[config.mk]
export PLATFORM = sky130hd
export DESIGN_NAME = i4001_rom_arbiter
export DESIGN_NICKNAME = d
export VERILOG_FILES = /design/src/rtl/i4001_rom_arbiter.sv
export SDC_FILE = /design/constraint.sdc
export NUM_CORES = 1
export LEC_CHECK = 0
export CORE_MARGIN = 2
export CORE_UTILIZATION = 40
export DETAILED_ROUTE_END_ITERATION = 8
export DONT_BUFFER_PORTS = 1
export GPL_TIMING_DRIVEN = 0
export MAX_ROUTING_LAYER = met4
export PLACE_DENSITY = 0.64
export SYNTH_ARGS = -nofsm -noshare
export SYNTH_HDL_FRONTEND = slang
export SYNTH_SLANG_ARGS = --single-unit
[constraint.sdc]
create_clock -name sysclk -period 1.6 [get_ports sysclk]
set_input_delay 0.24 -clock sysclk [delete_from_list [all_inputs] [get_ports sysclk]]
set_output_delay 0.24 -clock sysclk [all_outputs]
set_load 0.005 [all_outputs]
[src/rtl/i4001_rom_arbiter.sv]
// Round-robin arbiter sharing one synchronous ROM store among N_REQ requesters; one access in flight.
// Define I4001_ARB_FIXED_PRI_EN for fixed priority (lowest index wins) instead of round-robin.
module i4001_rom_arbiter #(
    parameter int N_REQ   = 2,
    parameter int ADDR_W  = 12,
    parameter int DATA_W  = 8,
    parameter int ROM_LAT = 1,
    parameter int IDW     = 3
) (
    input  logic                    sysclk,
    input  logic                    poc,
    input  logic [N_REQ-1:0]        req,
    input  logic [N_REQ*ADDR_W-1:0] req_addr,
    output logic [N_REQ-1:0]        ack,
    output logic [DATA_W-1:0]       rd_data,
    output logic [ADDR_W-1:0]       rom_addr,
    input  logic [DATA_W-1:0]       rom_data,
    output logic                    busy,
    output logic [IDW-1:0]          gnt_id
);

    localparam int CNT_W = (ROM_LAT > 1) ? $clog2(ROM_LAT) : 1;

    typedef enum logic [1:0] {
        ST_IDLE,
        ST_WAIT,
        ST_ACK
    } state_t;

    state_t              state_q;
    logic [CNT_W-1:0]    cnt_q;
    logic [N_REQ-1:0]    ack_q;
    logic [DATA_W-1:0]   rd_data_q;
    logic [ADDR_W-1:0]   rom_addr_q;
    logic                busy_q;
    logic [IDW-1:0]      gnt_id_q;

    logic                win_vld_d;
    logic [IDW-1:0]      win_id_d;
    logic [ADDR_W-1:0]   win_addr_d;
    logic [N_REQ-1:0]    ack_onehot_d;
    logic [IDW-1:0]      lo_id_d;

`ifndef I4001_ARB_FIXED_PRI_EN
    logic [IDW-1:0]      rr_ptr_q;
    logic [IDW-1:0]      rr_next_d;
    logic [IDW-1:0]      hi_id_d;
    logic                hi_vld_d;
`endif

    // Winner selection. Round-robin is done as two scans: the lowest requester at or
    // above rr_ptr wins, otherwise the lowest requester overall (wrap-around).
    always_comb begin
        // NOTE: every always_comb output gets a default first so no latch is inferred.
        win_vld_d = 1'b0;
        lo_id_d   = '0;
        for (int i = N_REQ - 1; i >= 0; i--) begin
            if (req[i]) begin
                win_vld_d = 1'b1;
                lo_id_d   = IDW'(i);
            end
        end
`ifdef I4001_ARB_FIXED_PRI_EN
        win_id_d = lo_id_d;
`else
        hi_vld_d = 1'b0;
        hi_id_d  = '0;
        for (int i = N_REQ - 1; i >= 0; i--) begin
            if (req[i] && (i >= int'(rr_ptr_q))) begin
                hi_vld_d = 1'b1;
                hi_id_d  = IDW'(i);
            end
        end
        win_id_d = hi_vld_d ? hi_id_d : lo_id_d;
`endif
    end

    always_comb begin
        win_addr_d = '0;
        for (int i = 0; i < N_REQ; i++) begin
            if (win_id_d == IDW'(i)) begin
                win_addr_d = req_addr[i*ADDR_W +: ADDR_W];
            end
        end
    end

    always_comb begin
        ack_onehot_d = '0;
        for (int i = 0; i < N_REQ; i++) begin
            ack_onehot_d[i] = (gnt_id_q == IDW'(i));
        end
    end

`ifndef I4001_ARB_FIXED_PRI_EN
    assign rr_next_d = (gnt_id_q == IDW'(N_REQ - 1)) ? '0 : gnt_id_q + 1'b1;
`endif

    always_ff @(posedge sysclk) begin
        if (poc) begin
            state_q    <= ST_IDLE;
            cnt_q      <= '0;
            ack_q      <= '0;
            rd_data_q  <= '0;
            rom_addr_q <= '0;
            busy_q     <= 1'b0;
            gnt_id_q   <= '0;
`ifndef I4001_ARB_FIXED_PRI_EN
            rr_ptr_q   <= '0;
`endif
        end else begin
            // NOTE: sequential state uses non-blocking assignments only, so every
            // register sees the pre-edge value of every other register.
            case (state_q)
                ST_IDLE: begin
                    if (win_vld_d) begin
                        gnt_id_q   <= win_id_d;
                        rom_addr_q <= win_addr_d;
                        cnt_q      <= CNT_W'(ROM_LAT - 1);
                        busy_q     <= 1'b1;
                        state_q    <= ST_WAIT;
                    end
                end
                ST_WAIT: begin
                    if (cnt_q == '0) begin
                        rd_data_q <= rom_data;
                        ack_q     <= ack_onehot_d;
                        state_q   <= ST_ACK;
                    end else begin
                        cnt_q <= cnt_q - 1'b1;
                    end
                end
                ST_ACK: begin
                    // Requests are not looked at here; the next grant waits for IDLE.
                    ack_q    <= '0;
                    busy_q   <= 1'b0;
`ifndef I4001_ARB_FIXED_PRI_EN
                    rr_ptr_q <= rr_next_d;
`endif
                    state_q  <= ST_IDLE;
                end
                default: begin
                    ack_q   <= '0;
                    busy_q  <= 1'b0;
                    state_q <= ST_IDLE;
                end
            endcase
        end
    end

    assign ack      = ack_q;
    assign rd_data  = rd_data_q;
    assign rom_addr = rom_addr_q;
    assign busy     = busy_q;
    assign gnt_id   = gnt_id_q;

endmodule

==> results.txt <==
----------------------------------------------------
[Status]
  Outcome ... finished clean

[Worst setup path]
  Crit path largest cell delay ... 400 ps
  Library cell contributing the largest single delay on the critical path ... dfxtp_1
  Classification of the worst setup path ... flop to flop
  Cells traversed along the worst timing path ... nand2b_2 -> clkbuf_1 -> nand3_1 -> a311oi_2
  Worst EP required ... 1840 ps
  Largest fanout on the critical path ... 10
  Type of element capturing the critical path ... flop
  Critical path arrival ... 1720 ps
  Critical path launch point type ... flop
  Largest delay share family, worst path ... flip-flops
  Count of buffering cells on the critical path with inverters included ... 1

[Global routing]
  Met1 capacity usage during global routing ... 19.4%
  Most utilized layer in the global route result ... met2
  M3 GR Usage ... 4.37%
  Number of global-route vias before repair ... 1,008
  First-pass GRT wire length ... 4.49 mm
  Global-route total usage across every layer ... 16.9%
  Antenna violations before repair ... 0
  Met2 usage in global routing ... 28.9%
  Pin count of the biggest net entering global routing ... 16
  Overflow left after global routing ... 0

[Place]
  Placed standard-cell area ... 1270 µm²
  Pre-CTS WS ... 174 ps
  Weighted congestion reported at the end of routability-driven placement ... 0.716
  Placed cell count ... 175
  HPWL Detailed ... 2.16 mm
  Count of buffers from port buffering ... 0

[Die]
  Starting Density ... 41.3%
  FP Rows ... 20
  Height of the chip ... 59.4 µm
  Die boundary width ... 59.4 µm
  Placeable Area ... 2980 µm²
  Area enclosed by the die boundary ... 3530 µm²
  I/O pin total ... 62

[Clock network]
  Library cell used as clock root buffer ... clkbuf_4
  Number of resized instances in the post-cts repair step ... 0
  CTS H-tree depth ... 1
  Num CTS Buffers ... 3
  TritonCTS sink count ... 27
  TritonCTS clock tree ... yes
  Clock latency at the later pin of the worst-skew pair ... 320 ps
  Clock-pin transition on the worst setup and hold timing paths ... 150 ps
  Maximum root-to-sink buffer count ... 2

[Routing]
  Detailed-route wire length ... 2.89 mm
  Vias per cell ... 5.80
  Count of vias placed by the detailed router ... 1,056
  Pre-antenna DRT Iters ... 4
  Initial DRC Count ... 36
  Number of nets with antenna violations after routing ... 0
  Routed wirelength normalized by instance count ... 15.9 µm
  Detailed-route DRC error count ... 0

[Min path]
  Worst Hold Class ... input port to flop

[Synth]
  Count of cell types in the netlist ... 25
  Yosys synthesis warning count ... 0
  Top-area cell type share of the netlist area ... 44.0%
  Share of the yosys chip area belonging to registers ... 44.0%
  Number of synthesized register bits ... 27
  Synth top area cells ... dfxtp_1, a311oi_2, a21oi_1
  Mean instance size in the synthesized netlist ... 8.71 µm²
  Area of the mapped netlist ... 1230 µm²
  Synth area leader ... dfxtp_1
  Cell count after synthesis ... 141

[Timing]
  Min cycle time layout ... 1480 ps
  Final number of hold-violating endpoints ... 0
  Max Clock Freq ... 0.675 GHz
  Clock skew after layout ... 5.10 ps
  Hold slack final ... 27.7 ps
  Number of setup violations in the final report ... 0
  Max-slew violations ... 0
  Worst path setup slack after routing ... 118 ps
  Total negative setup slack ... 0 ps
  Unrepaired setup endpoints after global routing ... false
  Tcrit/Tclk final ... 92.6%

[Flow run]
  Number of max-cap violations ... 0

[Cells and area]
  Nets@finish ... 186
  Cell area after layout ... 1330 µm²
  Layout cells sized above 1 ... 17.4%
  Area growth from synthesis to layout ... 8.35%
  Filler-free cell count of the finished design ... 182
  Number of diodes ... 0
  Utilization of the core after routing ... 44.7%
  Filler cell count ... 294

[Power and ir drop]
  Maximum vdd ir drop ... 387 µV
  Leak Pwr ... 0.460 nW
  Pwr Density ... 1000 nW/µm²
  Total power ... 1.34 mW

----------------------------------------------------
where the power goes:
part | switching, mW | total (mW) | internal (mW)
sequential | 0.0483 | 0.782 | 0.733
clock | 0.204 | 0.297 | 0.0936
combinational | 0.149 | 0.258 | 0.109
timing repair:
action,4_1_cts,5_1_grt
buffers inserted,0,0
setup endpoints to repair,0,0
hold buffers,0,3
endpoints found under the hold margin,0,3
metal layers:
metal	routed length (µm)	share of wire (%)
met1	1200	42
met2	1410	49
met3	259	9.0
met4	12	0.42
met5	0	0
final timing paths:
check	from	to	slack [ps]	cells past startpoint
worst max-delay path	rr_ptr_q[0]	rom_addr[3]	120	4
worst min-delay path	rom_data[6]	rd_data[6]	30	2
worst max register to register	rr_ptr_q[0]	rom_addr[3]	120	4
worst min register to register	rd_data[1]	rd_data[1]	480	2
cells in the final DEF, fill, tap and decap left out:
master | netlist | routed
dfxtp_1 | 27 | 27
buf_4 | 2 | 2
a311oi_1 | 2 | 2
or3_1 | 1 | 1
nand2b_1 | 1 | 1
nor3_1 | 2 | 2
o21ai_0 | 13 | 13
a311oi_2 | 10 | 10
nor2b_1 | 2 | 2
buf_2 | 4 | 4
inv_1 | 2 | 2
a21o_1 | 1 | 1
nand3_1 | 13 | 13
dlygate4sd3_1 | 0 | 3
inv_2 | 1 | 1
a21oi_1 | 23 | 23
mux2i_1 | 2 | 2
nand2b_2 | 1 | 1
clkbuf_4 | 0 | 3
or2_1 | 1 | 1
clkinv_2 | 0 | 1
buf_6 | 2 | 2
nor2_4 | 1 | 1
conb_1 | 1 | 2
and2_4 | 1 | 1
clkbuf_1 | 8 | 8
nand2_1 | 18 | 18
nor2_1 | 2 | 2
cell usage after synthesis:
master and instances:
a21o_1 1, a21oi_1 23, a311oi_1 2, a311oi_2 10
and2_4 1, buf_2 4, buf_4 2, buf_6 2
clkbuf_1 8, conb_1 1, dfxtp_1 27, inv_1 2
inv_2 1, mux2i_1 2, nand2_1 18, nand2b_1 1
nand2b_2 1, nand3_1 13, nor2_1 2, nor2_4 1
nor2b_1 2, nor3_1 2, o21ai_0 13, or2_1 1
or3_1 1
cell families (layout without fill, tap and decap cells):
kind of cell / Yosys count / in the layout / share of synthesized area (%)
and+or+nand+nor: 43 / 43 / 17.1
DFF: 27 / 27 / 44.0
muxes: 2 / 2 / 1.63
buffers and inverters: 19 / 26 / 8.04
AOI/OAI and AO/OA: 49 / 49 / 28.9
other: 1 / 2 / 0.305
layout make-up:
| type | instances | area, µm² | share of cell area [%] |
|---|---|---|---|
| clock inverter | 1 | 5.00 | 0.376 |
| timing repair buffer | 3 | 30.0 | 2.26 |
| tap | 33 | 41.3 | 3.10 |
| inverter | 3 | 11.3 | 0.846 |
| buffer | 16 | 87.6 | 6.58 |
| clock buffer | 3 | 22.5 | 1.69 |
| multi-input combinational | 96 | 593 | 44.5 |
| sequential | 27 | 541 | 40.6 |
flip-flops by register name, summed over array words and instances (netlist names):
name	flops
state_q	2
rr_ptr_q	1
rom_addr	12
busy	1
rd_data	8
ack	2
gnt_id	1
No activity file was read; power rests on OpenSTA's default activity.
==> variant 1: new RTL, same flow settings <==
The parameter `N_REQ` goes from 2 to 1.
--- a/src/rtl/i4001_rom_arbiter.sv
+++ b/src/rtl/i4001_rom_arbiter.sv
@@ -3,3 +3,3 @@
 module i4001_rom_arbiter #(
-    parameter int N_REQ   = 2,
+    parameter int N_REQ   = 1,
     parameter int ADDR_W  = 12,
Ports: changed (resized ack, req and req_addr); port bits go from 62 to 48. The function was not compared with the original's and may differ.
==> variant 1 against the original RTL <==
  * Cell area is 27% lower
  * Sequential power is 15% lower
  * Final cell count is 24% lower
  * Sequential cell count is 3 lower
  * Area after synthesis is 30% lower
  * Utilization is 3.7 points higher
  * Setup slack better by 260 ps
  * Total power is 11% lower
  * Non-clock buffer count is 9 lower
  * Routed wire length is 39% lower
  * Largest cell class is now flip-flops and latches
==> variant 1: results (changes against the original RTL) <==
| Metric | Value |
|---|---|
| Result of the run | `completed` |
| Post-placement cell count | `134 (-23%)` |
| Reported leakage power | `0.375 nW (-19%)` |
| Endpoint arrival time on the critical path | `1410 ps (-310 ps)` |
| First-iteration detailed-routing DRC count | `6 (-83%)` |
| Routed WL | `1.76 mm (-39%)` |
| GRT Overall Usage | `0.154 (-0.0148)` |
| Worst Hold Class | `input port to flip-flop` |
| Number of fill cells in the layout | `213 (-28%)` |
| Pin count of the biggest net entering global routing | `15 (-1)` |
| Pre-Repair DR Iteration Count | `3 (-1)` |
| Vias in the first global route | `715 (-29%)` |
| Leading cell types by count after synthesis | `40 x sky130_fd_sc_hd__nand2_1, 24 x sky130_fd_sc_hd__dfxtp_1, 21 x sky130_fd_sc_hd__a21oi_1, 4 x sky130_fd_sc_hd__buf_4` |
| Post-place instance area | `907 um^2 (-29%)` |
| Register-to-register setup slack | `380 ps (+260 ps)` |
| Cell at the root of the clock tree | `sky130_fd_sc_hd__clkbuf_4` |
| Longest Clk Path Bufs | `2 (unchanged)` |
| Dominant synthesized flop cell | `sky130_fd_sc_hd__dfxtp_1` |
| Clk_skew | `2.66 ps (-2.43 ps)` |
| IR drop worst, VDD | `0.636 mV (+65%)` |
| Net switching component of the power | `0.259 mW (-36%)` |
| Fraction of final layout cells with drive strength greater than 1 | `0.116 (-0.0584)` |
| Global-route wire length before repair | `2.93 mm (-35%)` |
| Synth Instances | `105 (-26%)` |
| Post-route non-filler standard cell count | `139 (-24%)` |
| Cells taking the most area after synthesis | `sky130_fd_sc_hd__dfxtp_1 55%, sky130_fd_sc_hd__nand2_1 17%, sky130_fd_sc_hd__a21oi_1 12%` |
| Routed via count divided by cell count | `4.94 (-15%)` |
| Netlist cell types | `16 (-36%)` |
| Final weighted congestion in routability-driven placement | `0.681 (-4.9%)` |
| Portion of the post-synthesis area used by sequential elements | `0.555 (+0.115)` |
| Critical Path Start | `state_q[0]$_SDFFE_PP0P_` |
| Clock Pin Slew Worst Setup and Hold Paths | `130 ps (-20 ps)` |
| Insertion delay to the later sink of the worst-skew pair | `300 ps (-20 ps)` |
## variant 1: through the flow
step / hold slack [ps] / utilization / setup WS, ps
finish: 47.4 / 0.484 / 379
global route: 22.0 / 0.484 / 306
CTS: 33.7 / 0.484 / 376
detailed placement: 312 / 0.453 / 394
global placement: 310 / 0.453 / 421
floorplan: 309 / - / 481
## variant 1: kinds of logic after synthesis
group / Yosys count / synth area share
buffers and inverters: 10 / 0.0723
AO/OA/AOI/OAI: 21 / 0.121
AND/OR/NAND/NOR: 49 / 0.247
flip-flops: 24 / 0.555
other: 1 / 0.00433
## variant 1: timing repair
| item | in CTS | in global routing |
|---|---|---|
| hold buffers | 1 | 0 |
| endpoints found under the hold margin | 4 | 0 |
| resized for setup | 0 | 0 |
## variant 1: how the worst min path moves through the flow
stage / startpoint / endpoint / slack, ps / cells after the start
final: req_addr[11] / rom_addr[11]$_SDFFE_PP0P_ / 50 / 2
after global placement: poc / rd_data[4]$_SDFFE_PP0P_ / 310 / 1
after floorplan: poc / rd_data[4]$_SDFFE_PP0P_ / 310 / 1
after global routing: req_addr[10] / rom_addr[10]$_SDFFE_PP0P_ / 20 / 2
after detailed placement: poc / rd_data[4]$_SDFFE_PP0P_ / 310 / 1
after CTS: req_addr[11] / rom_addr[11]$_SDFFE_PP0P_ / 30 / 2
## variant 1: layout make-up
type	count	area share
flip-flops and latches	24	0.495
multi-input cells	73	0.341
plain buffers	9	0.0606
well taps	27	0.0348
clock inverters	1	0.0310
clock buffers	3	0.0232
repair buffers	1	0.0103
inverters	1	0.00387
## variant 1: power by group through the flow
stage                     sequential, mW  combinational [mW]  clock, mW
after floorplan                    0.668              0.0805          0
after global placement             0.673              0.0920          0
after detailed placement           0.675              0.0967          0
after CTS                          0.662              0.0999      0.446
after global routing               0.667               0.115      0.464
final                              0.661              0.0985      0.429
## variant 1: metal layers
metal / GRT usage / share of wire
met2: 0.272 / 0.50
met3: 0.0476 / 0.094
met1: 0.156 / 0.40
met4: 0.0721 / 0.0074
met5: - / 0
## variant 1: worst max-delay path, stage by stage, from the launching register on
cell	delay (ps)
sky130_fd_sc_hd__dfxtp_1	400
sky130_fd_sc_hd__or3b_4	440
sky130_fd_sc_hd__buf_6	150
sky130_fd_sc_hd__nand2_1	60
sky130_fd_sc_hd__a21oi_1	60
==> variant 2: new RTL, same settings <==
Without the edit above. Build with the macro `I4001_ARB_FIXED_PRI_EN` defined.
--- a/src/rtl/i4001_rom_arbiter.sv
+++ b/src/rtl/i4001_rom_arbiter.sv
@@ -2,2 +2,4 @@
 // Define I4001_ARB_FIXED_PRI_EN for fixed priority (lowest index wins) instead of round-robin.
+`define I4001_ARB_FIXED_PRI_EN
+
 module i4001_rom_arbiter #(
Function: changed (Yosys sat finds a counterexample within 10 cycles, from zero or initial values).
==> variant 2 against the original RTL <==
  * Cell area shrank 7.8%
  * Combinational power is 13% lower
  * Area after synthesis decreased by 7.3%
  * Utilization up 0.19 points
  * Setup slack better by 270 ps
  * Routed wire length decreased by 17%
  * Total power down 2.2%
  * Global-route usage fell by 1.2 points
  * Sequential cell count decreased by 1
==> variant 2: results (changes against the original RTL) <==
| Metric | Value |
|---|---|
| Portion of the post-synthesis area used by sequential elements | `0.457 (+0.0172)` |
| WL/cell | `14.3 um (-9.8%)` |
| Global-route wire length before repair | `3.91 mm (-13%)` |
| Leading cell types by count after synthesis | `41 x sky130_fd_sc_hd__nand2_1, 26 x sky130_fd_sc_hd__dfxtp_1, 22 x sky130_fd_sc_hd__a21oi_1, 10 x sky130_fd_sc_hd__a311oi_2, 7 x sky130_fd_sc_hd__buf_2` |
| Cells taking the most area after synthesis | `sky130_fd_sc_hd__dfxtp_1 46%, sky130_fd_sc_hd__nand2_1 14%, sky130_fd_sc_hd__a311oi_2 13%` |
| GRT Overall Usage | `0.157 (-0.0122)` |
| Multi-In Gates | `92 (-4.2%)` |
| Clk_skew | `13.1 ps (+8.00 ps)` |
| Mux cell area share after synthesis | `0.0176 (+0.00129)` |
| Number of clock sinks seen by CTS | `26 (-3.7%)` |
| Combined area of the multi-input logic cells | `546 um^2 (-8.0%)` |
| Number of fill cells in the layout | `273 (-7.1%)` |
| Final weighted congestion in routability-driven placement | `0.709 (-0.91%)` |
| Netlist cell types | `21 (-16%)` |
| Fraction of final layout cells with drive strength greater than 1 | `0.206 (+0.0314)` |
| Count of vias placed by the detailed router | `919 (-13%)` |
| Clock Pin Slew Worst Setup and Hold Paths | `130 ps (-20 ps)` |
| Plain + repair buffers | `13 (-6)` |
| Post-place instance area | `1180 um^2 (-7.3%)` |
| Nets@finish | `173 (-7.0%)` |
| Result of the run | `completed` |
| Post-placement cell count | `162 (-7.4%)` |
| Detailed Place HPWL | `1.81 mm (-16%)` |
| Total area of sequential cells | `520 um^2 (-3.7%)` |
| Total power | `1.31 mW (-2.2%)` |
==> variant 2: cell count changes after synthesis, moves of 2 or more <==
cell,delta
sky130_fd_sc_hd__buf_2,+3
sky130_fd_sc_hd__clkbuf_1,-7
sky130_fd_sc_hd__nand2_1,+23
sky130_fd_sc_hd__nand2b_1,+2
sky130_fd_sc_hd__nand3_1,-13
sky130_fd_sc_hd__o21ai_0,-13
==> variant 2: layer usage <==
metal	routed length, um	GRT usage	vias up
met5	0	-	-
met4	17	0.0399	0
met3	254	0.0499	2
met2	1140	0.240	41
met1	979	0.202	425
li1	-	-	451
==> variant 2: final timing paths <==
check	end	slack [ps]	cells after the start
worst min register to register	rd_data[4]$_SDFFE_PP0N_	480	2
worst min-delay path	rd_data[4]$_SDFFE_PP0N_	50	2
worst max register to register	rom_addr[4]$_SDFFE_PP0P_	390	4
worst max-delay path	rom_addr[4]$_SDFFE_PP0P_	390	4
